===== config.mk =====
export PLATFORM = sky130hd
export DESIGN_NAME = coin_acceptor
export DESIGN_NICKNAME = d
export VERILOG_FILES = /design/src/rtl/vm_pkg.sv /design/src/rtl/coin_debounce.sv /design/src/rtl/coin_acceptor.sv
export SDC_FILE = /design/constraint.sdc
export NUM_CORES = 1
export LEC_CHECK = 0
export ABC_CLOCK_PERIOD_IN_PS = 4500
export BUFFER_PORTS_ARGS = -buffer_cell sky130_fd_sc_hd__buf_4
export CAP_MARGIN = 20
export CORE_MARGIN = 1.5
export CORE_UTILIZATION = 40
export DETAILED_ROUTE_END_ITERATION = 7
export PLACE_DENSITY = 0.66
export SLEW_MARGIN = 20
export SYNTH_ARGS = -nofsm -noshare
export SYNTH_HDL_FRONTEND = slang
export SYNTH_SLANG_ARGS = --single-unit

===== constraint.sdc =====
create_clock -name clk -period 4.5 [get_ports clk]
set_input_delay 0.9 -clock clk [delete_from_list [all_inputs] [get_ports clk]]
set_output_delay 0.9 -clock clk [all_outputs]
set_load 0.005 [all_outputs]

===== src/rtl/vm_pkg.sv =====
// vm_pkg: coin codes and transmit FSM encoding
// shared by the vending-machine coin front end.
package vm_pkg;

  localparam logic [1:0] COIN_NONE = 2'd0;
  localparam logic [1:0] COIN_1    = 2'd1;
  localparam logic [1:0] COIN_2    = 2'd2;

  typedef enum logic [1:0] {
    IDLE = 2'd0,
    SEND = 2'd1,
    GAP  = 2'd2
  } tx_state_t;

endpackage


===== src/rtl/coin_debounce.sv =====
// coin_debounce: 2-flop synchronizer, debounce counter and rising-edge strobe.
// Ports: clk, rst_n, sense (raw async line), rise (one-cycle event on debounced 0->1).
module coin_debounce #(
  parameter int DEBOUNCE_CYC = 500000
) (
  input  logic clk,
  input  logic rst_n,
  input  logic sense,
  output logic rise
);

  localparam int CW = $clog2(DEBOUNCE_CYC + 1);
  localparam logic [CW-1:0] CMAX = CW'(DEBOUNCE_CYC);

  logic [1:0]    sync_q;
  logic [CW-1:0] cnt_q;
  logic          level_q;
  logic          sync;

  assign sync = sync_q[1];

  // Once the mismatch has lasted CMAX cycles the level flips.
  always_ff @(posedge clk or negedge rst_n) begin
    if (!rst_n) begin
      sync_q  <= '0;
      cnt_q   <= '0;
      level_q <= 1'b0;
      rise    <= 1'b0;
    end else begin
      sync_q <= {sync_q[0], sense};
      rise   <= 1'b0;
      if (cnt_q == CMAX) begin
        level_q <= ~level_q;
        cnt_q   <= '0;
        rise    <= ~level_q;
      end else if (sync != level_q) begin
        cnt_q <= cnt_q + CW'(1);
      end else begin
        cnt_q <= '0;
      end
    end
  end

endmodule


===== src/rtl/coin_acceptor.sv =====
// coin_acceptor: debounced coin slots -> FIFO -> paced 2-bit coin bus.
// Ports: clk, rst_n, sense1/sense2 (raw), vend_busy; coin, reject_code, fifo_full, pending.
module coin_acceptor
  import vm_pkg::*;
#(
  parameter int DEBOUNCE_CYC = 500000,
  parameter int GAP_CYC      = 2,
  parameter int FIFO_DEPTH   = 4
) (
  input  logic                        clk,
  input  logic                        rst_n,
  input  logic                        sense1,
  input  logic                        sense2,
  input  logic                        vend_busy,
  output logic [1:0]                  coin,
  output logic [1:0]                  reject_code,
  output logic                        fifo_full,
  output logic [$clog2(FIFO_DEPTH):0] pending
);

  localparam int AW = $clog2(FIFO_DEPTH);
  localparam int PW = AW + 1;
  localparam int GW = $clog2(GAP_CYC + 1);
  localparam logic [GW-1:0] GLAST = GW'(GAP_CYC - 1);

  logic          rise1;
  logic          rise2;
  logic          hold_q;
  logic          hold_d;
  logic [1:0]    ev_code;
  logic          ev;
  logic          push;
  logic          pop;
  logic          can_pop;
  logic [1:0]    reject_d;
  logic [1:0]    coin_d;
  logic [1:0]    mem [FIFO_DEPTH];
  logic [AW-1:0] wr_q;
  logic [AW-1:0] rd_q;
  logic [PW-1:0] cnt_d;
  logic [GW-1:0] gap_q;
  logic [GW-1:0] gap_d;
  tx_state_t     state_q;
  tx_state_t     state_d;

  coin_debounce #(.DEBOUNCE_CYC(DEBOUNCE_CYC)) u_db1 (
    .clk  (clk),
    .rst_n(rst_n),
    .sense(sense1),
    .rise (rise1)
  );

  coin_debounce #(.DEBOUNCE_CYC(DEBOUNCE_CYC)) u_db2 (
    .clk  (clk),
    .rst_n(rst_n),
    .sense(sense2),
    .rise (rise2)
  );

  // Held 2-unit coin from a simultaneous pair goes first.
  always_comb begin
    ev_code = COIN_NONE;
    if (hold_q)     ev_code = COIN_2;
    else if (rise1) ev_code = COIN_1;
    else if (rise2) ev_code = COIN_2;
  end

  assign ev     = (ev_code != COIN_NONE);
  assign hold_d = !hold_q && rise1 && rise2;
  assign push   = ev && !vend_busy && !fifo_full;

  always_comb begin
    reject_d = COIN_NONE;
    if (ev && !push) reject_d = ev_code;
  end

  assign can_pop = (pending != '0) && !vend_busy;

  // Last GAP cycle may launch the next code directly.
  always_comb begin
    state_d = state_q;
    gap_d   = gap_q;
    pop     = 1'b0;
    unique case (state_q)
      IDLE: begin
        if (can_pop) begin
          pop     = 1'b1;
          state_d = SEND;
        end
      end
      SEND: begin
        state_d = GAP;
        gap_d   = '0;
      end
      GAP: begin
        if (gap_q == GLAST) begin
          if (can_pop) begin
            pop     = 1'b1;
            state_d = SEND;
          end else begin
            state_d = IDLE;
          end
        end else begin
          gap_d = gap_q + GW'(1);
        end
      end
      default: state_d = IDLE;
    endcase
  end

  always_comb begin
    coin_d = COIN_NONE;
    if (pop) coin_d = mem[rd_q];
  end

  always_comb begin
    cnt_d = pending;
    if (push && !pop)      cnt_d = pending + PW'(1);
    else if (pop && !push) cnt_d = pending - PW'(1);
  end

  always_ff @(posedge clk or negedge rst_n) begin
    if (!rst_n) begin
      state_q     <= IDLE;
      gap_q       <= '0;
      hold_q      <= 1'b0;
      coin        <= COIN_NONE;
      reject_code <= COIN_NONE;
      fifo_full   <= 1'b0;
      pending     <= '0;
      wr_q        <= '0;
      rd_q        <= '0;
      for (int i = 0; i < FIFO_DEPTH; i++)
        mem[i] <= COIN_NONE;
    end else begin
      state_q     <= state_d;
      gap_q       <= gap_d;
      hold_q      <= hold_d;
      coin        <= coin_d;
      reject_code <= reject_d;
      pending     <= cnt_d;
      fifo_full   <= (cnt_d == PW'(FIFO_DEPTH));
      if (push) begin
        mem[wr_q] <= ev_code;
        wr_q      <= wr_q + AW'(1);
      end
      if (pop) rd_q <= rd_q + AW'(1);
    end
  end

endmodule

Yosys cells after proc, flatten, opt, wreduce, memory -nomap -nowiden
Cells that the tools add are included.
{"block": "totals", "regBits": 71, "latchBits": 0, "ramBits": 0, "rom_bits": 0, "input_bits": 5, "output_inout_bits": 8, "memories": 0}
{"block": "op_classes", "add_sub_neg": 7, "n_mul": 0, "div": 0, "order_cmp": 3, "n_eq_ne": 11, "shifts": 0, "mux": 28, "bitwise": 4, "n_reduce_logical": 20}
{"operator": "$mux 19", "n": 4}
{"operator": "$add 19x1->19 const B", "n": 2}
{"operator": "$eq 19x19->1 const B", "n": 2}
{"operator": "$mux 2", "n": 11}
{"operator": "$logic_and 1x1->1", "n": 9}
{"operator": "$bwmux 8", "n": 1}
{"operator": "$add 2x1->2 const B", "n": 3}
{"operator": "$ge 3x3->1 const B", "n": 2}
{"operator": "$mux 3", "n": 2}
{"operator": "$ne 2x2->1 const B", "n": 3}
{"operator": "$not 2->3", "n": 2}
{"operator": "$pmux 2 s3", "n": 1}
{"operator": "$logic_not 1->1", "n": 5}
{"operator": "$mux 1", "n": 5}
{"operator": "$bmux 2 s2", "n": 1}
{"operator": "$demux 2 s2", "n": 1}
{"operator": "$eq 2x1->1 const B", "n": 2}
{"operator": "$pmux 2 s2", "n": 1}
{"operator": "$reduce_and 2->1", "n": 2}
{"operator": "$reduce_bool 2->1", "n": 2}
{"operator": "$add 3x1->3 const B", "n": 1}
{"operator": "$eq 3x3->1 const B", "n": 1}
{"operator": "$lt 3x1->1 const B", "n": 1}
{"operator": "$reduce_bool 3->1", "n": 1}
{"operator": "6 further kinds", "n": 8}

Longest topological paths before layout
{"block": "depth", "ltp_word": 11, "depth_mapped": 9}

Modules after synthesis
A second synthesis with hierarchy kept.
{"block": "hier_totals", "hier_cells": 330, "area_unflattened_um2": 3534.6}
{"module": "coin_acceptor", "n_inst": 1, "cells_per_inst": 105, "area_each_um2": 1202.4}
{"module": "coin_debounce at u_db2", "n_inst": 1, "cells_per_inst": 114, "area_each_um2": 1177.4}
{"module": "coin_debounce at u_db1", "n_inst": 1, "cells_per_inst": 111, "area_each_um2": 1154.9}

Least setup slack after synthesis
No wires, ideal clock.
{"block": "synth_path", "kind": "input -> register", "startpoint": "input port vend_busy", "endpoint": "register mem[7] (netlist name)", "t_arrival_ns": 1.938, "required_time_ns": 4.418, "path_slack_ns": 2.480, "path_stages": 4, "path_buffers": 1, "cell_sequence": "nor3_1 -> clkbuf_1 -> a21oi_1 -> a31oi_1"}
{"block": "synth_via", "elab_chain_len": 3}
{"item": "start, declared", "line": "coin_acceptor.sv:14", "source": "input logic vend_busy,"}
{"item": "$logic_not 1->1", "line": "coin_acceptor.sv:70", "source": "assign push = ev && !vend_busy && !fifo_full;"}
{"item": "$logic_and 1x1->1 (2 in a row)", "line": "coin_acceptor.sv:70"}
{"item": "end signal, assigned by index", "line": "coin_acceptor.sv:144", "source": "mem[wr_q] <= ev_code;"}
{"item": "end, declared", "line": "coin_acceptor.sv:37", "source": "logic [1:0] mem [FIFO_DEPTH];"}
No other way between the ends.
A chain may end at the register's enable or synchronous reset.

Worst setup path in the final report
{"block": "layout_path", "startpoint": "register pending[0]", "endpoint": "register fifo_full"}
{"block": "layout_via", "elab_chain_len": 9, "word_cells_on_any_way": 13}
{"item": "start, declared", "line": "coin_acceptor.sv:18", "source": "output logic [$clog2(FIFO_DEPTH):0] pending"}
{"item": "start signal, assigned", "line": "coin_acceptor.sv:141", "source": "pending <= cnt_d;"}
{"item": "$reduce_bool 3->1", "line": "coin_acceptor.sv:77", "source": "assign can_pop = (pending != '0) && !vend_busy;"}
{"item": "$logic_and 1x1->1", "line": "coin_acceptor.sv:77"}
{"item": "$mux 1", "line": "coin_acceptor.sv:86, coin_acceptor.sv:97"}
{"item": "$mux 1", "line": "coin_acceptor.sv:96", "source": "if (gap_q == GLAST) begin"}
{"item": "$pmux 1 s2", "line": "coin_acceptor.sv:84", "source": "unique case (state_q)"}
{"item": "$logic_and 1x1->1 / $logic_not 1->1 (equally long branches)", "line": "coin_acceptor.sv:119, coin_acceptor.sv:118"}
{"item": "$mux 3 / $logic_and 1x1->1 (equally long branches)", "line": "coin_acceptor.sv:119, coin_acceptor.sv:118"}
{"item": "$mux 3 (*)", "line": "coin_acceptor.sv:118", "source": "if (push && !pop) cnt_d = pending + PW'(1);"}
{"item": "net cnt_d[1]", "line": "coin_acceptor.sv:40", "source": "logic [PW-1:0] cnt_d;"}
{"item": "$eq 3x3->1 (*)", "line": "coin_acceptor.sv:142", "source": "fifo_full <= (cnt_d == PW'(FIFO_DEPTH));"}
{"item": "end signal, assigned", "line": "coin_acceptor.sv:142"}
{"item": "end, declared", "line": "coin_acceptor.sv:17", "source": "output logic fifo_full,"}
The timed path passes the listed nets; every way through them passes the cells marked *.

==> run metrics <==
Total Neg Setup Slack=0 ps; # Post-CTS Setup Buffers=0; power per cell area=418 mW/mm²; htree depth=3; Worst Hold Slack=351 ps; clk_skew=9.45 ps; register area share after synthesis=52.9%; first-pass GRT wire length=9690 µm; Slew @ Worst Pin=865 ps; Core ar.=0.00818 mm²; setup violators final=0; max-slew violation count=0; Pleak=1.67 nW; most common cell after layout, fill and taps aside=dfrtp_1; status=finished clean; cell mode on critical path=ha_1; Critical Path End Type=flip-flop; sequential fraction of design power=46.8%; Mapped Cells=317; largest net degree at the start of global routing=72; CTS sink count=71; top_reg_cell synth=dfrtp_1; initial core utilization=41.1%; Power Internal=1.14 mW; CP max stage delay=380 ps; ant diodes=0; Pre-Repair DR Iteration Count=4; final setup margin=2370 ps; Worst VDD drop=0.000248 V; # nets final=353; Worst-Skew Late Latency=340 ps; GR Util All Layers=13.9%; Worst Path Max Fanout=4; clock share of power=36.2%; most frequent cells in the layout=71 x dfrtp_1, 54 x nor2_1, 26 x xnor2_1; Via Count=2213; fin crit period=2130 ps; PortBufs=12; post-route clock period utilization=47.3%; FFs w/ async S/R, synth=100%; Hold Fails Final Rpt=0; crit-path cells=inv_1 -> ha_1 -> ha_1 -> or2_2 -> a2111oi_0 -> a22o_1 -> o22ai_1 -> nor3b_1; Synthesis Warnings=0; post_cts resized=0; post-synthesis net count=334; CP max-delay cell=dfrtp_1; Worst slew margin=42.3%; Longest Clk Path Bufs=2; row count=33; Worst Path Required=4760 ps; initial antenna violation count=0; Distinct cells, synth=44; chip width=94.7 µm; Setup Crit Path Kind=reg2reg; RSZ-0062 raised after global routing=false; Top Ports=13; Area Overhead vs Synth=12.5%; CP top delay family=compound AO/OA/AOI/OAI gates; #FFs+latches synth=71; arrival time worst endpoint=2390 ps; largest cells by area after synthesis=dfrtp_1 53%, xnor2_1 6.8%, nor2_1 6.0%, ha_1 4.5%, xor2_1 4.2%; max-cap viol count=0; post-synth top area cell=dfrtp_1; syn_area_per_cell=10.6 µm²; fmax=0.470 GHz; Iter 0 DRT Violations=79; Net Sw Frac=27.8%; routability-driven placement congestion ratio=0.865; Die Y=94.7 µm; fin util=46.2%; kind of start point of the critical path=flip-flop; cell area after synthesis=0.00336 mm²; gr ovfl total=0; hpwl dp=3550 µm; Antenna Nets Post-Route=0; Worst-path clk slew=80 ps; switching pwr=0.438 mW; Yosys top cell area share=52.9%; Post-synth EDFFs=0; DIE AREA=0.00896 mm²; CTS tree=done; Routed wire per std cell=11.9 µm; drt via density=4.96; logic gate share of total power=17.0%; # DRC=0; Tot Pwr=1.58 mW; class of the worst hold path=reg2reg; cts hold-fix bufs=0; vias in the first global route=2206; routed wire length=5310 µm; Root Buffer=clkbuf_8; CTS Buf Count=9; crit path buf inv count=1; proportion of layout cells with a drive suffix above 1=11.7%; dpl ws=2390 ps
[area by class of cell]
class | instances | area (µm²)
clock inverters | 7 | 103
fillers | 764 | 4400
clock buffers | 9 | 124
inverters | 18 | 67.6
well taps | 105 | 131
flip-flops and latches | 71 | 1780
repair buffers | 13 | 97.6
multi-input cells | 223 | 1480
[cells by family (layout without fill, tap and decap cells)]
family                     Yosys count  count (layout)  share of synthesized area, %
adders and majority gates           12              12                          4.47
muxes                                8               8                          3.35
DFF                                 71              71                          52.9
xor gates and xnor gates            42              42                          10.9
AOI/OAI and AO/OA                   25              25                          5.14
and+or+nand+nor                    136             136                          20.1
buffers and inverters               23              47                          3.09
[synthesized netlist by cell type, types with 2 or more instances]
| master | n |
|---|---|
| dfrtp_1 | 71 |
| nor2_1 | 54 |
| xnor2_1 | 26 |
| nand2_1 | 20 |
| inv_1 | 18 |
| xor2_1 | 16 |
| nand3_1 | 13 |
| ha_1 | 12 |
| nor3_1 | 12 |
| mux2_2 | 6 |
| nand4_1 | 6 |
| a21oi_1 | 5 |
| and4_1 | 5 |
| a31oi_1 | 4 |
| and3_1 | 4 |
| a22o_1 | 3 |
| nor4_1 | 3 |
| o21ai_0 | 3 |
| a211oi_1 | 2 |
| and2_1 | 2 |
| buf_2 | 2 |
| mux4_2 | 2 |
| nand2b_1 | 2 |
| nand3b_1 | 2 |
| nor2b_1 | 2 |
| nor3b_1 | 2 |
| or2_2 | 2 |
| or3_1 | 2 |
[layer usage]
metal	share of wire, %	GRT usage [%]
met4	1.1	4.85
met2	46	21.7
met3	4.1	4.59
met5	0	0
met1	49	18.1
[sequential cells by signal, summed over array words and instances (netlist names)]
register / flops
u_db2.cnt_q: 19
fifo_full: 1
gap_q: 2
u_db2.level_q: 1
state_q: 2
u_db2.sync_q: 2
coin: 2
u_db1.sync_q: 2
wr_q: 2
rd_q: 2
hold_q: 1
u_db1.cnt_q: 19
u_db1.level_q: 1
reject_code: 2
u_db1.rise: 1
u_db2.rise: 1
pending: 3
mem: 8
[power by group through the flow]
| stage | logic (mW) | clock network (mW) | registers (mW) |
|---|---|---|---|
| after floorplan | 0.198 | 0 | 0.740 |
| after global placement | 0.267 | 0 | 0.749 |
| after detailed placement | 0.270 | 0 | 0.753 |
| after CTS | 0.272 | 0.591 | 0.740 |
| after global routing | 0.311 | 0.617 | 0.749 |
| final | 0.269 | 0.571 | 0.738 |
[through the flow]
step | std cells | instance area [µm²]
global placement | 430 | 3550
floorplan | 317 | 3360
CTS | 446 | 3780
finish | 446 | 3780
global route | 446 | 3780
detailed placement | 430 | 3550
[worst paths after layout]
path / start / endpoint / slack, ps / cells past startpoint
worst max-delay path: pending[0] / fifo_full / 2370 / 8
worst min-delay path: u_db1.sync_q[0] / u_db1.sync_q[1] / 350 / 0
worst max register to register: pending[0] / fifo_full / 2370 / 8
worst min register to register: u_db1.sync_q[0] / u_db1.sync_q[1] / 350 / 0
max in group asynchronous: rst_n / u_db1.sync_q[1] / 3270 / 1
min in group asynchronous: rst_n / u_db2.cnt_q[11] / 660 / 1
No activity file was read; power rests on OpenSTA's default activity.
